$ cat src/rtl/alu_muldiv.sv
// alu_muldiv: iterative multiply/divide unit with HI/LO registers.
// Executes mult/multu/div/divu one bit per clock under a start/busy/done
// handshake, and services mfhi/mflo/mthi/mtlo.
// Ports:
//   clk, rst_n    clock, async active-low reset
//   start         issue request, sampled only in IDLE
//   control       funct code (24 mult, 25 multu, 26 div, 27 divu,
//                 16 mfhi, 17 mthi, 18 mflo, 19 mtlo)
//   read1         rs operand: multiplicand / dividend / mthi,mtlo data
//   foutput       rt operand: multiplier / divisor
//   out           combinational hi (control==16), lo (control==18), else 0
//   hi, lo        HI/LO registers
//   busy          high while an operation is in flight
//   done          one-cycle pulse when hi/lo take a mult/div result
//   div_by_zero   set by a div/divu with a zero divisor, cleared on next accept
module alu_muldiv #(
    parameter int unsigned WIDTH = 32
) (
    input  logic             clk,
    input  logic             rst_n,
    input  logic             start,
    input  logic [5:0]       control,
    input  logic [WIDTH-1:0] read1,
    input  logic [WIDTH-1:0] foutput,
    output logic [WIDTH-1:0] out,
    output logic [WIDTH-1:0] hi,
    output logic [WIDTH-1:0] lo,
    output logic             busy,
    output logic             done,
    output logic             div_by_zero
);

    localparam int unsigned CW  = $clog2(WIDTH + 1);
    localparam int unsigned W2  = 2 * WIDTH;
    localparam int unsigned WP1 = WIDTH + 1;

    localparam logic [5:0] F_MFHI  = 6'd16;
    localparam logic [5:0] F_MTHI  = 6'd17;
    localparam logic [5:0] F_MFLO  = 6'd18;
    localparam logic [5:0] F_MTLO  = 6'd19;
    localparam logic [5:0] F_MULT  = 6'd24;
    localparam logic [5:0] F_DIVU  = 6'd27;

    typedef enum logic [1:0] {S_IDLE, S_RUN, S_DONE} state_t;

    state_t          state_q, state_d;
    logic [CW-1:0]   count_q, count_d;
    logic [W2-1:0]   acc_q, acc_d;      // mult: {partial, multiplier}; div: {rem, dividend/quotient}
    logic [WIDTH-1:0] opb_q, opb_d;     // multiplicand or divisor magnitude
    logic [WIDTH-1:0] opa_q, opa_d;     // raw dividend, for the divide-by-zero result
    logic            is_div_q, is_div_d;
    logic            neg_q, neg_d;      // negate product / quotient
    logic            rneg_q, rneg_d;    // negate remainder
    logic            bzero_q, bzero_d;
    logic [WIDTH-1:0] hi_q, hi_d, lo_q, lo_d;
    logic            busy_q, busy_d, done_q, done_d, dbz_q, dbz_d;

    logic            is_md, is_sgn, sa, sb;
    logic [WIDTH-1:0] ma, mb;
    logic [WP1-1:0]  sum_w, rem_sh, diff;
    logic            ge;
    logic [W2-1:0]   mul_next, div_next, step, prod;
    logic [WIDTH-1:0] quo_c, rem_c;

    // One shift-add or restoring shift-subtract iteration on the accumulator.
    always_comb begin
        sum_w    = {1'b0, acc_q[W2-1:WIDTH]} + (acc_q[0] ? {1'b0, opb_q} : WP1'(0));
        mul_next = {sum_w, acc_q[WIDTH-1:1]};
        rem_sh   = {acc_q[W2-1:WIDTH], acc_q[WIDTH-1]};
        diff     = rem_sh - {1'b0, opb_q};
        ge       = ~diff[WIDTH];
        div_next = {(ge ? diff[WIDTH-1:0] : rem_sh[WIDTH-1:0]), acc_q[WIDTH-2:0], ge};
        step     = is_div_q ? div_next : mul_next;
        prod     = neg_q ? (~step + W2'(1)) : step;
        quo_c    = neg_q ? (~step[WIDTH-1:0] + WIDTH'(1)) : step[WIDTH-1:0];
        rem_c    = rneg_q ? (~step[W2-1:WIDTH] + WIDTH'(1)) : step[W2-1:WIDTH];
    end

    // Next-state and register updates.
    always_comb begin
        state_d  = state_q;
        count_d  = count_q;
        acc_d    = acc_q;
        opb_d    = opb_q;
        opa_d    = opa_q;
        is_div_d = is_div_q;
        neg_d    = neg_q;
        rneg_d   = rneg_q;
        bzero_d  = bzero_q;
        hi_d     = hi_q;
        lo_d     = lo_q;
        done_d   = 1'b0;
        dbz_d    = dbz_q;

        is_md  = (control >= F_MULT) && (control <= F_DIVU);
        is_sgn = ~control[0];
        sa     = is_sgn & read1[WIDTH-1];
        sb     = is_sgn & foutput[WIDTH-1];
        ma     = sa ? (~read1 + WIDTH'(1)) : read1;
        mb     = sb ? (~foutput + WIDTH'(1)) : foutput;

        case (state_q)
            S_IDLE: begin
                if (start && is_md) begin
                    state_d  = S_RUN;
                    count_d  = CW'(WIDTH);
                    is_div_d = control[1];
                    neg_d    = sa ^ sb;
                    rneg_d   = control[1] & sa;
                    bzero_d  = (foutput == '0);
                    opa_d    = read1;
                    dbz_d    = 1'b0;
                    if (control[1]) begin
                        acc_d = {WIDTH'(0), ma};
                        opb_d = mb;
                    end else begin
                        acc_d = {WIDTH'(0), mb};
                        opb_d = ma;
                    end
                end else if (start && control == F_MTHI) begin
                    hi_d = read1;
                end else if (start && control == F_MTLO) begin
                    lo_d = read1;
                end
            end
            S_RUN: begin
                acc_d   = step;
                count_d = count_q - CW'(1);
                if (count_q == CW'(2)) begin
                    state_d = S_DONE;
                end
            end
            S_DONE: begin
                // Final iteration is folded into the result write.
                acc_d   = step;
                count_d = '0;
                state_d = S_IDLE;
                done_d  = 1'b1;
                if (!is_div_q) begin
                    hi_d = prod[W2-1:WIDTH];
                    lo_d = prod[WIDTH-1:0];
                end else if (bzero_q) begin
                    hi_d = opa_q;
                    lo_d = '1;
                end else begin
                    hi_d = rem_c;
                    lo_d = quo_c;
                end
                dbz_d = is_div_q & bzero_q;
            end
            default: begin
                state_d = S_IDLE;
                count_d = '0;
            end
        endcase

        busy_d = (state_d != S_IDLE);
    end

    // State and datapath registers.
    always_ff @(posedge clk or negedge rst_n) begin
        if (!rst_n) begin
            state_q  <= S_IDLE;
            count_q  <= '0;
            acc_q    <= '0;
            opb_q    <= '0;
            opa_q    <= '0;
            is_div_q <= 1'b0;
            neg_q    <= 1'b0;
            rneg_q   <= 1'b0;
            bzero_q  <= 1'b0;
            hi_q     <= '0;
            lo_q     <= '0;
            busy_q   <= 1'b0;
            done_q   <= 1'b0;
            dbz_q    <= 1'b0;
        end else begin
            state_q  <= state_d;
            count_q  <= count_d;
            acc_q    <= acc_d;
            opb_q    <= opb_d;
            opa_q    <= opa_d;
            is_div_q <= is_div_d;
            neg_q    <= neg_d;
            rneg_q   <= rneg_d;
            bzero_q  <= bzero_d;
            hi_q     <= hi_d;
            lo_q     <= lo_d;
            busy_q   <= busy_d;
            done_q   <= done_d;
            dbz_q    <= dbz_d;
        end
    end

    // mfhi/mflo read path.
    always_comb begin
        out = '0;
        if (control == F_MFHI) begin
            out = hi_q;
        end else if (control == F_MFLO) begin
            out = lo_q;
        end
    end

    assign hi          = hi_q;
    assign lo          = lo_q;
    assign busy        = busy_q;
    assign done        = done_q;
    assign div_by_zero = dbz_q;

endmodule

$ cat config.mk
export PLATFORM = sky130hd
export DESIGN_NAME = alu_muldiv
export DESIGN_NICKNAME = d
export VERILOG_FILES = /design/src/rtl/alu_muldiv.sv
export SDC_FILE = /design/constraint.sdc
export NUM_CORES = 1
export LEC_CHECK = 0
export ABC_CLOCK_PERIOD_IN_PS = 4800
export BUFFER_PORTS_ARGS = -buffer_cell sky130_fd_sc_hd__buf_2
export CAP_MARGIN = 20
export CORE_MARGIN = 2
export CORE_UTILIZATION = 50
export CTS_BUF_LIST = sky130_fd_sc_hd__clkbuf_8
export DETAILED_ROUTE_END_ITERATION = 8
export GPL_ROUTABILITY_DRIVEN = 1
export HOLD_SLACK_MARGIN = 0.1
export PLACE_DENSITY = 0.72
export SLEW_MARGIN = 25
export SYNTH_ARGS = -nofsm -noshare
export SYNTH_HDL_FRONTEND = slang
export SYNTH_SLANG_ARGS = --single-unit
$ cat constraint.sdc
create_clock -name clk -period 4.8 [get_ports clk]
set_input_delay 0 -clock clk [delete_from_list [all_inputs] [get_ports clk]]
set_output_delay 0 -clock clk [all_outputs]
set_load 0.005 [all_outputs]
-- Word level (Yosys, flattened, before mapping)
Cells that the tools add are included.
- register bits: 207
- latch bits: 0
- memory bits (writable): 0
- bits in read-only memories: 0
- logic and storage cells: 96
- memories: 0
- add/subtract/negate cells: 8
- $mul: 0
- divide/modulo/power cells: 0
- order comparisons: 2
- equal/unequal tests: 12
- shift operators: 0
- mux-type cells: 33
- bitwise operators: 12
- reductions and logical operators: 15
- operators by type and width (operator ; count):
    $mux W32 ; 19
    $mux W64 ; 3
    $add A32 B1 Y32 const B ; 4
    $not A32 Y32 ; 4
    $pmux W32 S2 ; 2
    $pmux W64 S2 ; 1
    $add A64 B1 Y64 const B ; 1
    $not A64 Y64 ; 1
    $add A32 B32 Y33 ; 1
    $sub A33 B32 Y33 ; 1
    $logic_not A32 Y1 ; 1
    $eq A6 B5 Y1 const B ; 4
    $pmux W6 S2 ; 1
    $ne A2 B2 Y1 const B ; 5
    $eq A6 B2 Y1 const B ; 1
    $ge A6 B5 Y1 const B ; 1
    $le A6 B5 Y1 const B ; 1
    $mux W6 ; 1
    $reduce_and A2 Y1 ; 3
    $reduce_bool A2 Y1 ; 3
    $sub A6 B1 Y6 const B ; 1
    $and A1 B1 Y1 ; 4
    $logic_and A1 B1 Y1 ; 4
    $mux W2 ; 2
    other kinds (11) ; 13

-- Longest topological paths before layout
Gate-level depths: netlist of the first run.
- depth in word-level cells: 9
- mapped depth: 25
- depth with buffers taken out: 22

-- Least setup slack after synthesis of the first run
No wires, ideal clock.
- kind: register to register
- start: register is_div_q
- end: register hi_q[28], in the netlist hi[28]
- arrival: 4.952 ns
- path slack: -0.291 ns
- stages on the path, launching flop included: 22
- buffers on the path: 11
- cells stage by stage: dfrtp_1 -> buf_2 -> buf_2 -> buf_2 -> buf_2 -> buf_2 -> buf_2 -> buf_2 -> buf_1 -> buf_2 -> clkbuf_1 -> buf_1 -> mux2i_1 -> ha_1 -> inv_1 -> a311o_1 -> nor4b_4 -> nand4_4 -> o211ai_2 -> o31ai_1 -> a2111oi_2 -> o32ai_1
- longest elaborated chain between the ends: 7
- elaborated cells between the ends (all ways): 10
- RTL lines (element ; RTL line ; text):
    start, declared ; 51 ; logic is_div_q, is_div_d;
    start signal, assigned ; 183 ; is_div_q <= is_div_d;
    $mux W64 ; 73 ; step = is_div_q ? div_next : mul_next;
    $not A32 Y32 ; 76 ; rem_c = rneg_q ? (~step[W2-1:WIDTH] + WIDTH'(1)) : step[W2-1:WIDTH];
    $add A32 B1 Y32 ; 76 ;
    $mux W32 ; 76 ;
    $mux W32 ; 142 ; end else if (bzero_q) begin
    $mux W32 (*) ; 139 ; if (!is_div_q) begin
    $pmux W32 S2 (*) ; 102 ; case (state_q)
    end signal, assigned ; 187 ; hi_q <= hi_d;
    end, declared ; 55 ; logic [WIDTH-1:0] hi_q, hi_d, lo_q, lo_d;
Every way passes the cells marked *; elsewhere a longest branch is shown, timed or not.
A chain may end at the register's enable or synchronous reset.

-- Worst setup path after layout of the first run
- start: register opb_q[14]
- end: register hi_q[28], in the netlist hi[28]
- longest elaborated chain between the ends: 9
- elaborated cells between the ends (all ways): 15
- RTL lines (element ; RTL line ; text):
    start, declared ; 49 ; logic [WIDTH-1:0] opb_q, opb_d;
    start signal, assigned ; 181 ; opb_q <= opb_d;
    $sub A33 B32 Y33 / $mux W32 (equally long branches) ; 70, 67 ;
    $mux W32 / $add A32 B32 Y33 (equally long branches) ; 72, 67 ;
    $mux W64 (*) ; 73 ;
    $not A32 Y32 ; 76 ;
    $add A32 B1 Y32 ; 76 ;
    $mux W32 ; 76 ;
    $mux W32 ; 142 ;
    $mux W32 (*) ; 139 ;
    $pmux W32 S2 (*) ; 102 ;
Marks and branches as above.

==> metrics.log, run 1 <==
INFO  metric outcome = finished clean
INFO  metric worst_hold_path_type = input port to register
INFO  metric seq_power_share = ~22%
INFO  metric via_per_inst = 6.30
INFO  metric worstSetupPathType = register to register
INFO  metric clk-insertion-delay-late = 0.59 ns
INFO  metric combPwrFrac = 62.3%
INFO  metric post-route-min-period = approximately 4.7 ns
INFO  metric seq_area_frac_synth = 27.7%
INFO  metric cp.required = between 5 and 6 ns
INFO  metric timing.rr.end = hi[28]
INFO  metric antenna_cells_inserted = 0
INFO  metric drv.max_cap_violation_count = 0
INFO  metric clkPwrFrac = 15.5%
INFO  metric final_layout_size_suffix_gt1_share = 21.5%
INFO  metric routedWlPerCell = 23.3 um
INFO  metric post_synth_instance_area = about 19,000 um^2
INFO  metric cts_buffer_depth = 3
INFO  metric report.final.setup_viol = 0
INFO  metric min_period_over_period = 97.6%
INFO  metric layout.nets = 2,957
INFO  metric regToRegSetupSlack = 0.11 ns
INFO  metric pin_count_of_the_biggest_net_entering_global_routing = 97
INFO  metric timing.clock.skew = between 0.02 and 0.025 ns
INFO  metric critical_path.top_delay_family = compound AO/OA/AOI/OAI gates
INFO  metric die_width = 197 um
INFO  metric end_kind = register
INFO  metric route.final.wire_length = slightly below 80 mm
INFO  metric power.share.switching = 47.2%
INFO  metric netSwitchingPower = ~5.5 mW
INFO  metric die_height = between 150 and 200 um
INFO  metric grt_first_pass_wirelength = 115 mm
INFO  metric start_util = about half
INFO  metric synthesis_stage_register_bit_count = between 200 and 250
INFO  metric post-route-drc-count = 0
INFO  metric p_leak = between 10 and 15 nW
INFO  metric cts_buffers = 40
INFO  metric critical_path.max_stage_delay = roughly 0.43 ns
INFO  metric r2r_start = opb_q[14]
INFO  metric area_delta_synth_final = 23.3%
INFO  metric detail_route.first_pass.iterations = 6
INFO  metric report.power.total = 11.7 mW
INFO  metric detailedRoute.firstIterationViolations = 2,291
INFO  metric hold_violations = 0
INFO  metric final_max_slew_viol_count = 0
INFO  metric cell_internal_pwr = 6.16 mW
INFO  metric synthDistinctLibCells = 92
INFO  metric crit_buf_inv = 4
INFO  metric critical_path.slowest_cell = sky130_fd_sc_hd__dfrtp_1
INFO  metric timing.critical_path.cells = inv_1 -> ha_2 -> nand2_1 -> nor3_2 -> and3_4 -> o211ai_1 -> a211o_1 -> buf_6 -> buf_12 -> nand2_2 -> o21ai_2 -> mux2i_2 -> ha_2 -> inv_1 -> a311o_1 -> nor4b_4 -> nand4_4 -> o211ai_2 -> o31ai_2 -> a2111oi_2 -> o32ai_1
INFO  metric synth.net_count = ~2,600
INFO  metric final_total_negative_setup_slack = 0 ns
INFO  metric synth.largest_area_cell = sky130_fd_sc_hd__dfrtp_1
INFO  metric syn_avg_cell_area = about 7.6 um^2
INFO  metric ir_worst_vdd = 0.336 mV
INFO  metric p_per_area = between 500 and 600 nW/um^2
INFO  metric tightest_slew = 0.982 ns
INFO  metric number_of_enable_type_register_cells_in_the_synthesized_netlist = 0
INFO  metric maxSlewHeadroom = 34.1%
INFO  metric synthTopCellsByArea = sky130_fd_sc_hd__dfrtp_1 28%, sky130_fd_sc_hd__a21oi_1 6.8%, sky130_fd_sc_hd__o21ai_0 6.3%
INFO  metric grt-ovfl-total = 0
INFO  metric postSynth.asyncResetShare = 100%
INFO  metric synth-warning-count = 0
INFO  metric number_of_global_route_vias_before_repair = 19,700
INFO  metric ff2ff_path_depth = 21
INFO  metric global_route.usage.total = between 30% and 40%
INFO  metric rsz0062_at_grt = true
INFO  metric clk_pin_slew = 0.06 ns
INFO  metric placeableCoreArea = 36,700 um^2
INFO  metric num_rows = 70
INFO  metric io_buffers = 171
INFO  metric clock_tree_from_tritoncts = done
INFO  metric design.portCount = 172
INFO  metric min-delay-start = control[5]
INFO  metric grt_antenna_before_repair = 2
INFO  metric crit_path_start_kind = register
INFO  metric worst-path-max-fanout = 10
INFO  metric synth-main-ff-cell = sky130_fd_sc_hd__dfrtp_1
INFO  metric max_clock_freq = approximately 210 MHz
INFO  metric cp.arrival = 5.12 ns
INFO  metric cts-htree-levels = 2
INFO  metric synth_top_area_share = 27.7%
INFO  metric hold_depth = 5
INFO  metric syn-instance-count = about 2,500
INFO  metric die-area = 39,000 um^2
INFO  metric root_buffer = sky130_fd_sc_hd__clkbuf_8
INFO  metric routed_antenna_nets = 0
INFO  metric worst_hold_path.endpoint = count_q[1]
INFO  metric dp_hpwl = 58.2 mm
INFO  metric clock-sinks = 207
INFO  metric gp_routability_congestion = around 1.0
INFO  metric via_count = 20,800
-- placed cells by master, fill, tap and decap left out, types with 23 or more instances in the layout --
| cell type | synthesis | routed |
|---|---|---|
| sky130_fd_sc_hd__clkbuf_8 | 0 | 49 |
| sky130_fd_sc_hd__o211ai_1 | 28 | 28 |
| sky130_fd_sc_hd__o21ai_0 | 237 | 229 |
| sky130_fd_sc_hd__a31oi_1 | 24 | 24 |
| sky130_fd_sc_hd__a21oi_1 | 255 | 249 |
| sky130_fd_sc_hd__o31ai_1 | 26 | 25 |
| sky130_fd_sc_hd__buf_4 | 1 | 225 |
| sky130_fd_sc_hd__ha_1 | 73 | 57 |
| sky130_fd_sc_hd__mux2i_1 | 72 | 71 |
| sky130_fd_sc_hd__nor3_1 | 48 | 47 |
| sky130_fd_sc_hd__nor2_1 | 253 | 250 |
| sky130_fd_sc_hd__nand3_1 | 40 | 37 |
| sky130_fd_sc_hd__nand2_1 | 282 | 281 |
| sky130_fd_sc_hd__o22ai_1 | 47 | 45 |
| sky130_fd_sc_hd__or3_1 | 27 | 25 |
| sky130_fd_sc_hd__dlygate4sd3_1 | 0 | 62 |
| sky130_fd_sc_hd__xor2_1 | 93 | 93 |
| sky130_fd_sc_hd__and2_1 | 45 | 45 |
| sky130_fd_sc_hd__buf_2 | 25 | 169 |
| sky130_fd_sc_hd__dfrtp_1 | 207 | 204 |
| sky130_fd_sc_hd__inv_1 | 80 | 82 |
| sky130_fd_sc_hd__mux2_2 | 47 | 47 |
| sky130_fd_sc_hd__a211oi_1 | 24 | 23 |
| sky130_fd_sc_hd__xnor2_1 | 88 | 88 |
-- how the worst max path moves through the flow --
stage / start / to / slack [ns] / cells past startpoint
5_1_grt: opb_q[23] / hi[28] / -0.1 / 21
6_report: opb_q[14] / hi[28] / 0.11 / 21
4_1_cts: acc_q[31] / hi[2] / 0.02 / 21
3_5_place_dp: acc_q[31] / hi[28] / -0.05 / 21
3_3_place_gp: acc_q[31] / hi[28] / 0.07 / 21
2_1_floorplan: acc_q[31] / hi[28] / 0.002 / 24
-- routing by layer --
layer	up-vias	track usage, %	share of wire [%]
met2	1106	60.5	44
met4	2	20.6	6.0
met3	252	7.39	9.0
met1	9918	50.8	41
li1	9518	-	-
met5	-	0	0.016
-- kinds of logic after synthesis --
kind of cell             after synthesis  synth area share (%)
multiplexers                         121                  6.85
AND/OR/NAND/NOR                      830                  20.6
flip-flops                           207                  27.7
adder cells (fa/ha/maj)               75                  5.10
buffers and inverters                242                  5.17
XOR/XNOR                             181                  8.48
AO/OA/AOI/OAI                        804                  26.1
-- synth_stat cells, types with 28 or more instances --
library cell,instances
sky130_fd_sc_hd__o21ai_0,237
sky130_fd_sc_hd__nand3_1,40
sky130_fd_sc_hd__a21oi_1,255
sky130_fd_sc_hd__mux2_2,47
sky130_fd_sc_hd__nand2_1,282
sky130_fd_sc_hd__dfrtp_1,207
sky130_fd_sc_hd__ha_1,73
sky130_fd_sc_hd__mux2i_1,72
sky130_fd_sc_hd__o22ai_1,47
sky130_fd_sc_hd__o211ai_1,28
sky130_fd_sc_hd__inv_1,80
sky130_fd_sc_hd__xnor2_1,88
sky130_fd_sc_hd__and2_1,45
sky130_fd_sc_hd__xor2_1,93
sky130_fd_sc_hd__nor2_1,253
sky130_fd_sc_hd__clkbuf_1,115
sky130_fd_sc_hd__nor3_1,48
-- timing repair --
action / CTS / global route
hold endpoints to repair: 251 / 0
hold buffers: 63 / 0
pin swaps: 2 / 22
endpoints found under the setup margin: 5 / 22
buffers inserted: 0 / 21
gates cloned: 0 / 0
resized for setup: 3 / 49
-- cell type report --
class,count,area (um^2)
sequential,207,5190
fill,3300,13600
timing repair buffer,468,3370
multi-input combinational,2011,12800
tap,468,586
clock buffer,49,674
inverter,81,304
clock inverter,16,109
-- power groups by stage --
stage | logic, mW | registers, mW | clock network (mW)
floorplan | 4.34 | 2.45 | 0
global placement | 6.73 | 2.58 | 0
detailed placement | 6.80 | 2.59 | 0
CTS | 6.89 | 2.57 | 1.83
global route | 7.86 | 2.63 | 1.90
finish | 7.28 | 2.59 | 1.81
-- worst register-to-register path, stage by stage, from the launching register on --
cell	delay (ns)
sky130_fd_sc_hd__dfrtp_1	0.43
sky130_fd_sc_hd__inv_1	0.07
sky130_fd_sc_hd__ha_2	0.39
sky130_fd_sc_hd__nand2_1	0.16
sky130_fd_sc_hd__nor3_2	0.24
sky130_fd_sc_hd__and3_4	0.23
sky130_fd_sc_hd__o211ai_1	0.12
sky130_fd_sc_hd__a211o_1	0.35
sky130_fd_sc_hd__buf_6	0.13
sky130_fd_sc_hd__buf_12	0.13
sky130_fd_sc_hd__nand2_2	0.07
sky130_fd_sc_hd__o21ai_2	0.06
sky130_fd_sc_hd__mux2i_2	0.19
sky130_fd_sc_hd__ha_2	0.22
sky130_fd_sc_hd__inv_1	0.05
sky130_fd_sc_hd__a311o_1	0.33
sky130_fd_sc_hd__nor4b_4	0.40
sky130_fd_sc_hd__nand4_4	0.20
sky130_fd_sc_hd__o211ai_2	0.20
sky130_fd_sc_hd__o31ai_2	0.10
sky130_fd_sc_hd__a2111oi_2	0.35
sky130_fd_sc_hd__o32ai_1	0.13
-- sequential cells by signal, summed over array words and instances (netlist names) --
register	count
hi	32
rneg_q	1
busy	1
opb_q	32
state_q	2
div_by_zero	1
count_q	6
bzero_q	1
is_div_q	1
lo	32
neg_q	1
acc_q	64
done	1
opa_q	32
-- per-stage QoR --
stage	setup WS, ns	hold slack, ns	utilization [%]	cells	area (um^2)
final	0.113	0.109	62.8	3300	23100
after global placement	0.0713	0.0494	57.9	3150	21200
after global routing	-0.0955	0.127	62.8	3300	23100
after CTS	0.0206	0.103	61.9	3279	22700
after detailed placement	-0.0506	0.0499	57.9	3151	21300
after floorplan	0.00212	-0.296	-	2460	18700
(Power assumes the default switching activity.)
==> inputs of run 2 (changes only) <==
Settings changed: CELL_PAD_IN_SITES_DETAIL_PLACEMENT from default to 0, CELL_PAD_IN_SITES_GLOBAL_PLACEMENT from default to 1, CORE_UTILIZATION 50 to 42, PLACE_DENSITY 0.72 to 0.8.
==> metrics.log, run 2 (same netlist as run 1, synthesis figures left out) <==
INFO  metric outcome = finished clean
INFO  metric post-route-min-period = around 4.8 ns
INFO  metric clk_pin_slew = 0.06 ns
INFO  metric max_clock_freq = 209 MHz
INFO  metric io_buffers = 171
INFO  metric pre_cts_slack = -0.183 ns
INFO  metric grt_antenna_before_repair = 2
INFO  metric worst-path-max-fanout = 9
INFO  metric cts-htree-levels = 2
INFO  metric drv.max_cap_violation_count = 0
INFO  metric largest-register = acc_q
INFO  metric maxSlewHeadroom = 36.6%
INFO  metric final_critical_path_setup_slack = approximately 0.013 ns
INFO  metric timing.clock.skew = between 0.03 and 0.04 ns
INFO  metric global_route.usage.total = roughly a third
INFO  metric final_layout_size_suffix_gt1_share = ~20%
INFO  metric placed_area = 21,300 um^2
INFO  metric start_util = 42.4%
INFO  metric report.final.setup_viol = 0
INFO  metric p_leak = about 10 nW
INFO  metric clk-insertion-delay-late = roughly 0.60 ns
INFO  metric timing.critical_path.mode_cell = sky130_fd_sc_hd__buf_4
INFO  metric worstSetupPathType = register to register
INFO  metric num_rows = 77
INFO  metric post-route-drc-count = 0
INFO  metric cts_buffer_depth = 3
INFO  metric min_period_over_period = 99.7%
INFO  metric dp.cells = approximately 3,300
INFO  metric design.portCount = 172
INFO  metric route.final.wire_length = 81.1 mm
INFO  metric grt_first_pass_wirelength = 122 mm
INFO  metric routedWlPerCell = 23.8 um
INFO  metric critical_path.max_stage_delay = 0.40 ns
INFO  metric critical_path.slowest_cell = sky130_fd_sc_hd__dfrtp_1
INFO  metric rsz0062_at_grt = true
INFO  metric via_count = 20,600
INFO  metric fin_cells = about 3,400
INFO  metric final_core_utilization = 52.0%
INFO  metric detailedRoute.firstIterationViolations = roughly 2,000
INFO  metric antenna_cells_inserted = 0
INFO  metric postLayoutCellArea = between 20,000 and 25,000 um^2
INFO  metric fillCellCount = 4,420
INFO  metric cp.arrival = 5.28 ns
INFO  metric cts_buffers = 40
INFO  metric die-area = 46,200 um^2
INFO  metric critical_path.top_delay_family = compound AO/OA/AOI/OAI gates
INFO  metric tightest_slew = between 0.9 and 1 ns
INFO  metric placeableCoreArea = 44,100 um^2
INFO  metric root_buffer = sky130_fd_sc_hd__clkbuf_8
INFO  metric hold_violations = 0
INFO  metric p_per_area = approximately 510 nW/um^2
INFO  metric number_of_global_route_vias_before_repair = approximately 20,000
INFO  metric clock-sinks = 207
INFO  metric die_height = 215 um
INFO  metric dp_hpwl = 62.1 mm
INFO  metric worst_hold_path_type = input port to async pin
INFO  metric flip_flop_count_of_the_largest_register_after_layout = 64
INFO  metric area_delta_synth_final = 22.7%
INFO  metric via_per_inst = 6.04
INFO  metric pin_count_of_the_biggest_net_entering_global_routing = 115
INFO  metric mostFrequentLayoutCell = sky130_fd_sc_hd__nand2_1
INFO  metric final_max_slew_viol_count = 0
INFO  metric ir_worst_vdd = roughly 0.28 mV
INFO  metric end_kind = register
INFO  metric final_total_negative_setup_slack = 0 ns
INFO  metric cp.required = roughly 5.3 ns
INFO  metric layout.nets = around 2,900
INFO  metric crit_path_start_kind = register
INFO  metric grt-ovfl-total = 0
INFO  metric die_width = 215 um
INFO  metric routed_antenna_nets = 0
INFO  metric detail_route.first_pass.iterations = 6
INFO  metric gp_routability_congestion = between 1 and 1.5
INFO  metric mostFrequentLayoutCells = 282 x sky130_fd_sc_hd__nand2_1, 249 x sky130_fd_sc_hd__a21oi_1, 249 x sky130_fd_sc_hd__nor2_1
INFO  metric timing.critical_path.cells = inv_2 -> ha_4 -> inv_2 -> fa_2 -> a211oi_4 -> o211ai_2 -> and3_4 -> o211ai_1 -> a211o_1 -> buf_12 -> buf_6 -> buf_4 -> mux2_4 -> a32o_2 -> nor4b_4 -> buf_4 -> nand4_4 -> buf_4 -> o21ai_1 -> xor2_1 -> o221ai_1 -> o22ai_1
INFO  metric clock_tree_from_tritoncts = done
INFO  metric crit_buf_inv = 7
==> run 2: what timing repair did <==
item	CTS	global route
gates resized for setup	8	37
endpoints found under the hold margin	237	0
pin swaps	6	21
hold buffers	64	0
cloned	1	0
setup endpoints to repair	9	24
buffers inserted	7	3
==> run 2: path summary, 6_finish.rpt <==
| path | from | to | slack [ns] | cells past startpoint |
|---|---|---|---|---|
| min in group clk | foutput[18] | acc_q[18] | 0.13 | 6 |
| worst max register to register | acc_q[31] | hi[22] | 0.01 | 22 |
| worst max-delay path | acc_q[31] | hi[22] | 0.01 | 22 |
| worst min-delay path | rst_n | lo[4] | 0.09 | 2 |
| worst min register to register | opa_q[1] | opa_q[1] | 0.49 | 2 |
| max in group asynchronous | rst_n | opb_q[26] | 3.46 | 3 |
==> run 2: power by group <==
group	internal (mW)	switching [mW]	total [mW]	leakage (nW)
logic	2.94	4.24	7.18	7.00
clock network	0.936	0.833	1.77	0.447
registers	2.14	0.526	2.67	2.70
total	6.01	5.60	11.6	10.1
==> run 2: per-layer routing <==
layer  track usage (%)  vias up  wire length (um)
li1                  -     9476                 -
met2              55.0      913             36700
met5                 0        -                29
met1              44.9     9959             33800
met3              5.86      219              6030
met4              17.2        4              4630
==> run 2: stage by stage <==
stage	total power, mW	hold slack [ns]
after detailed placement	9.42	0.160
after floorplan	6.79	-0.296
after global placement	9.38	0.159
final	11.6	0.0861
after global routing	12.3	0.145
after CTS	11.4	0.118
==> run 2: layout make-up <==
cell class                 count  area (um^2)  area share, %
clock buffer                  50          688           3.00
clock inverter                20         90.1          0.393
inverter                      81          304           1.33
multi-input combinational   2011        12800           55.7
sequential                   207         5190           22.6
tap                          592          741           3.23
timing repair buffer         443         3150           13.7
==> inputs of run 3 (changes only) <==
Settings changed: PLACE_DENSITY 0.8 to default, PLACE_DENSITY_LB_ADDON from default to 0.1, SKIP_LAST_GASP from default to 1.
==> metrics.log, run 3 (same netlist as run 1, synthesis figures left out) <==
INFO  metric cts_buffer_depth = 3
INFO  metric antenna_cells_inserted = 0
INFO  metric cts-htree-levels = 2
INFO  metric routedWlPerCell = 24.8 um
INFO  metric final_critical_path_setup_slack = about 0.16 ns
INFO  metric pre_cts_slack = -0.0640 ns
INFO  metric grt_first_pass_wirelength = about 130 mm
INFO  metric cell_internal_pwr = ~6 mW
INFO  metric placeableCoreArea = 44,100 um^2
INFO  metric netSwitchingPower = 5.97 mW
INFO  metric die-area = 46,200 um^2
INFO  metric crit_path_start_kind = register
INFO  metric p_leak = 10.3 nW
INFO  metric worst-path-max-fanout = 7
INFO  metric gr-usage-met2 = 59.9%
INFO  metric global_route.usage.total = 36.1%
INFO  metric mostFrequentLayoutCell = sky130_fd_sc_hd__nand2_1
INFO  metric clock-sinks = 207
INFO  metric detail_route.first_pass.iterations = 5
INFO  metric maxSlewHeadroom = between 30 and 40%
INFO  metric p_per_area = 523 nW/um^2
INFO  metric outcome = finished clean
INFO  metric via_count = between 20,000 and 25,000
INFO  metric timing.clock.skew = about 0.019 ns
INFO  metric cp.required = 5.35 ns
INFO  metric ir_worst_vdd = ~0.35 mV
INFO  metric final_layout_size_suffix_gt1_share = approximately 20%
INFO  metric combPwrFrac = 62.3%
INFO  metric peak_usage_layer_in_the_global_routing_report = met2
INFO  metric met3_usage = 5.48%
INFO  metric clock_tree_from_tritoncts = done
INFO  metric cp.arrival = 5.18 ns
INFO  metric rsz0062_at_grt = true
INFO  metric critical_path.slowest_cell = sky130_fd_sc_hd__a311o_1
INFO  metric gp_routability_congestion = 0.994
INFO  metric seq_power_share = a little over a fifth
INFO  metric routed_antenna_nets = 0
INFO  metric clk_pin_slew = 0.06 ns
INFO  metric dp_hpwl = 65.8 mm
INFO  metric largest-register = acc_q
INFO  metric via_per_inst = 5.95
INFO  metric end_kind = register
INFO  metric number_of_global_route_vias_before_repair = between 15,000 and 20,000
INFO  metric final_max_slew_viol_count = 0
INFO  metric num_rows = 77
INFO  metric min_period_over_period = 96.6%
INFO  metric flip_flop_count_of_the_largest_register_after_layout = 64
INFO  metric critical_path.max_stage_delay = 0.40 ns
INFO  metric layout.nets = 2,961
INFO  metric worstSetupPathType = register to register
INFO  metric clkPwrFrac = approximately 17%
INFO  metric grt_antenna_before_repair = 2
INFO  metric root_buffer = sky130_fd_sc_hd__clkbuf_8
INFO  metric clk-insertion-delay-late = 0.63 ns
INFO  metric tightest_slew = 1.02 ns
INFO  metric io_buffers = 171
INFO  metric worst_hold_path_type = input port to async pin
INFO  metric mostFrequentLayoutCells = 280 x sky130_fd_sc_hd__nand2_1, 250 x sky130_fd_sc_hd__a21oi_1, 250 x sky130_fd_sc_hd__nor2_1
INFO  metric met1_layer_usage_reported_by_global_route = 46.3%
INFO  metric route.final.wire_length = 85.2 mm
INFO  metric post-route-min-period = 4.64 ns
INFO  metric drv.max_cap_violation_count = 0
INFO  metric pin_count_of_the_biggest_net_entering_global_routing = 102
INFO  metric die_width = approximately 210 um
INFO  metric area_delta_synth_final = 24.3%
INFO  metric detailedRoute.firstIterationViolations = 1,787
INFO  metric max_clock_freq = ~220 MHz
INFO  metric design.portCount = 172
INFO  metric hold_violations = 0
INFO  metric fillCellCount = approximately 4,400
INFO  metric die_height = 215 um
INFO  metric final_total_negative_setup_slack = 0 ns
INFO  metric report.final.setup_viol = 0
INFO  metric timing.critical_path.cells = inv_1 -> ha_2 -> inv_2 -> fa_2 -> a211oi_2 -> o211ai_2 -> buf_4 -> nand3_2 -> a211oi_2 -> a211o_1 -> buf_4 -> buf_4 -> mux2_4 -> a311o_1 -> nor4b_4 -> buf_4 -> buf_4 -> nand3_2 -> o21ai_1 -> xor2_1 -> o22ai_1 -> o22ai_1
INFO  metric start_util = 42.4%
INFO  metric post-route-drc-count = 0
INFO  metric cts_buffers = 45
INFO  metric power.share.switching = 49.1%
INFO  metric grt-ovfl-total = 0
INFO  metric timing.critical_path.mode_cell = sky130_fd_sc_hd__buf_4
-- run 3: final cells by class --
cell class                      instances  area [um^2]  area share [%]
Inverter                               81          304            1.31
Timing Repair Buffer                  467         3350            14.4
Clock buffer                           55          757            3.26
Sequential cell                       207         5190            22.3
Tap cell                              592          741            3.19
Clock inverter                         26          136           0.587
Multi-Input combinational cell       2011        12800            54.9
-- run 3: through the flow --
stage	cells	total power, mW	hold WS, ns	area (um^2)	util (%)
after CTS	3435	12.0	0.101	23100	52.3
after detailed placement	3270	9.85	0.161	21300	48.3
after global routing	3439	12.8	0.103	23200	52.7
after global placement	3270	9.82	0.164	21300	48.3
final	3439	12.2	0.0171	23200	52.7
after floorplan	2460	6.79	-0.296	18700	-
-- run 3: what timing repair did --
item	in CTS	in global routing
hold buffers	83	0
buffers inserted	1	4
gates resized for setup	3	34
endpoints found under the setup margin	5	29
pin swaps	1	14
hold endpoints to repair	251	0
-- run 3: critical path, delay by kind of cell (launching register included) --
family / cells / cell delay (ns)
flops: 1 / 0.37
xor+xnor: 1 / 0.16
simple gates: 3 / 0.50
fa+ha+maj: 2 / 0.54
mux: 1 / 0.33
compound gates: 8 / 1.69
buf+inv: 7 / 0.95
-- run 3: path summary, 6_finish.rpt --
path | end | slack (ns) | startpoint | depth (start not counted)
min in group clk | acc_q[23] | 0.14 | foutput[23] | 6
worst min register to register | opa_q[0] | 0.49 | opa_q[0] | 2
worst max register to register | hi[24] | 0.16 | acc_q[31] | 22
worst min-delay path | opb_q[19] | 0.02 | rst_n | 2
max in group asynchronous | opa_q[22] | 3.57 | rst_n | 3
worst max-delay path | hi[24] | 0.16 | acc_q[31] | 22
-- run 3: power by group through the flow --
stage	clock, mW	combinational [mW]	sequential (mW)
floorplan	0	4.34	2.45
global placement	0	7.25	2.57
detailed placement	0	7.26	2.59
CTS	2.03	7.36	2.56
global route	2.11	8.12	2.62
finish	2.01	7.58	2.58
-- run 3: per-layer routing --
layer | vias up | share of wire, %
met5 | - | 0.020
met1 | 9958 | 42
met2 | 784 | 47
li1 | 9531 | -
met3 | 198 | 6.3
met4 | 2 | 5.0
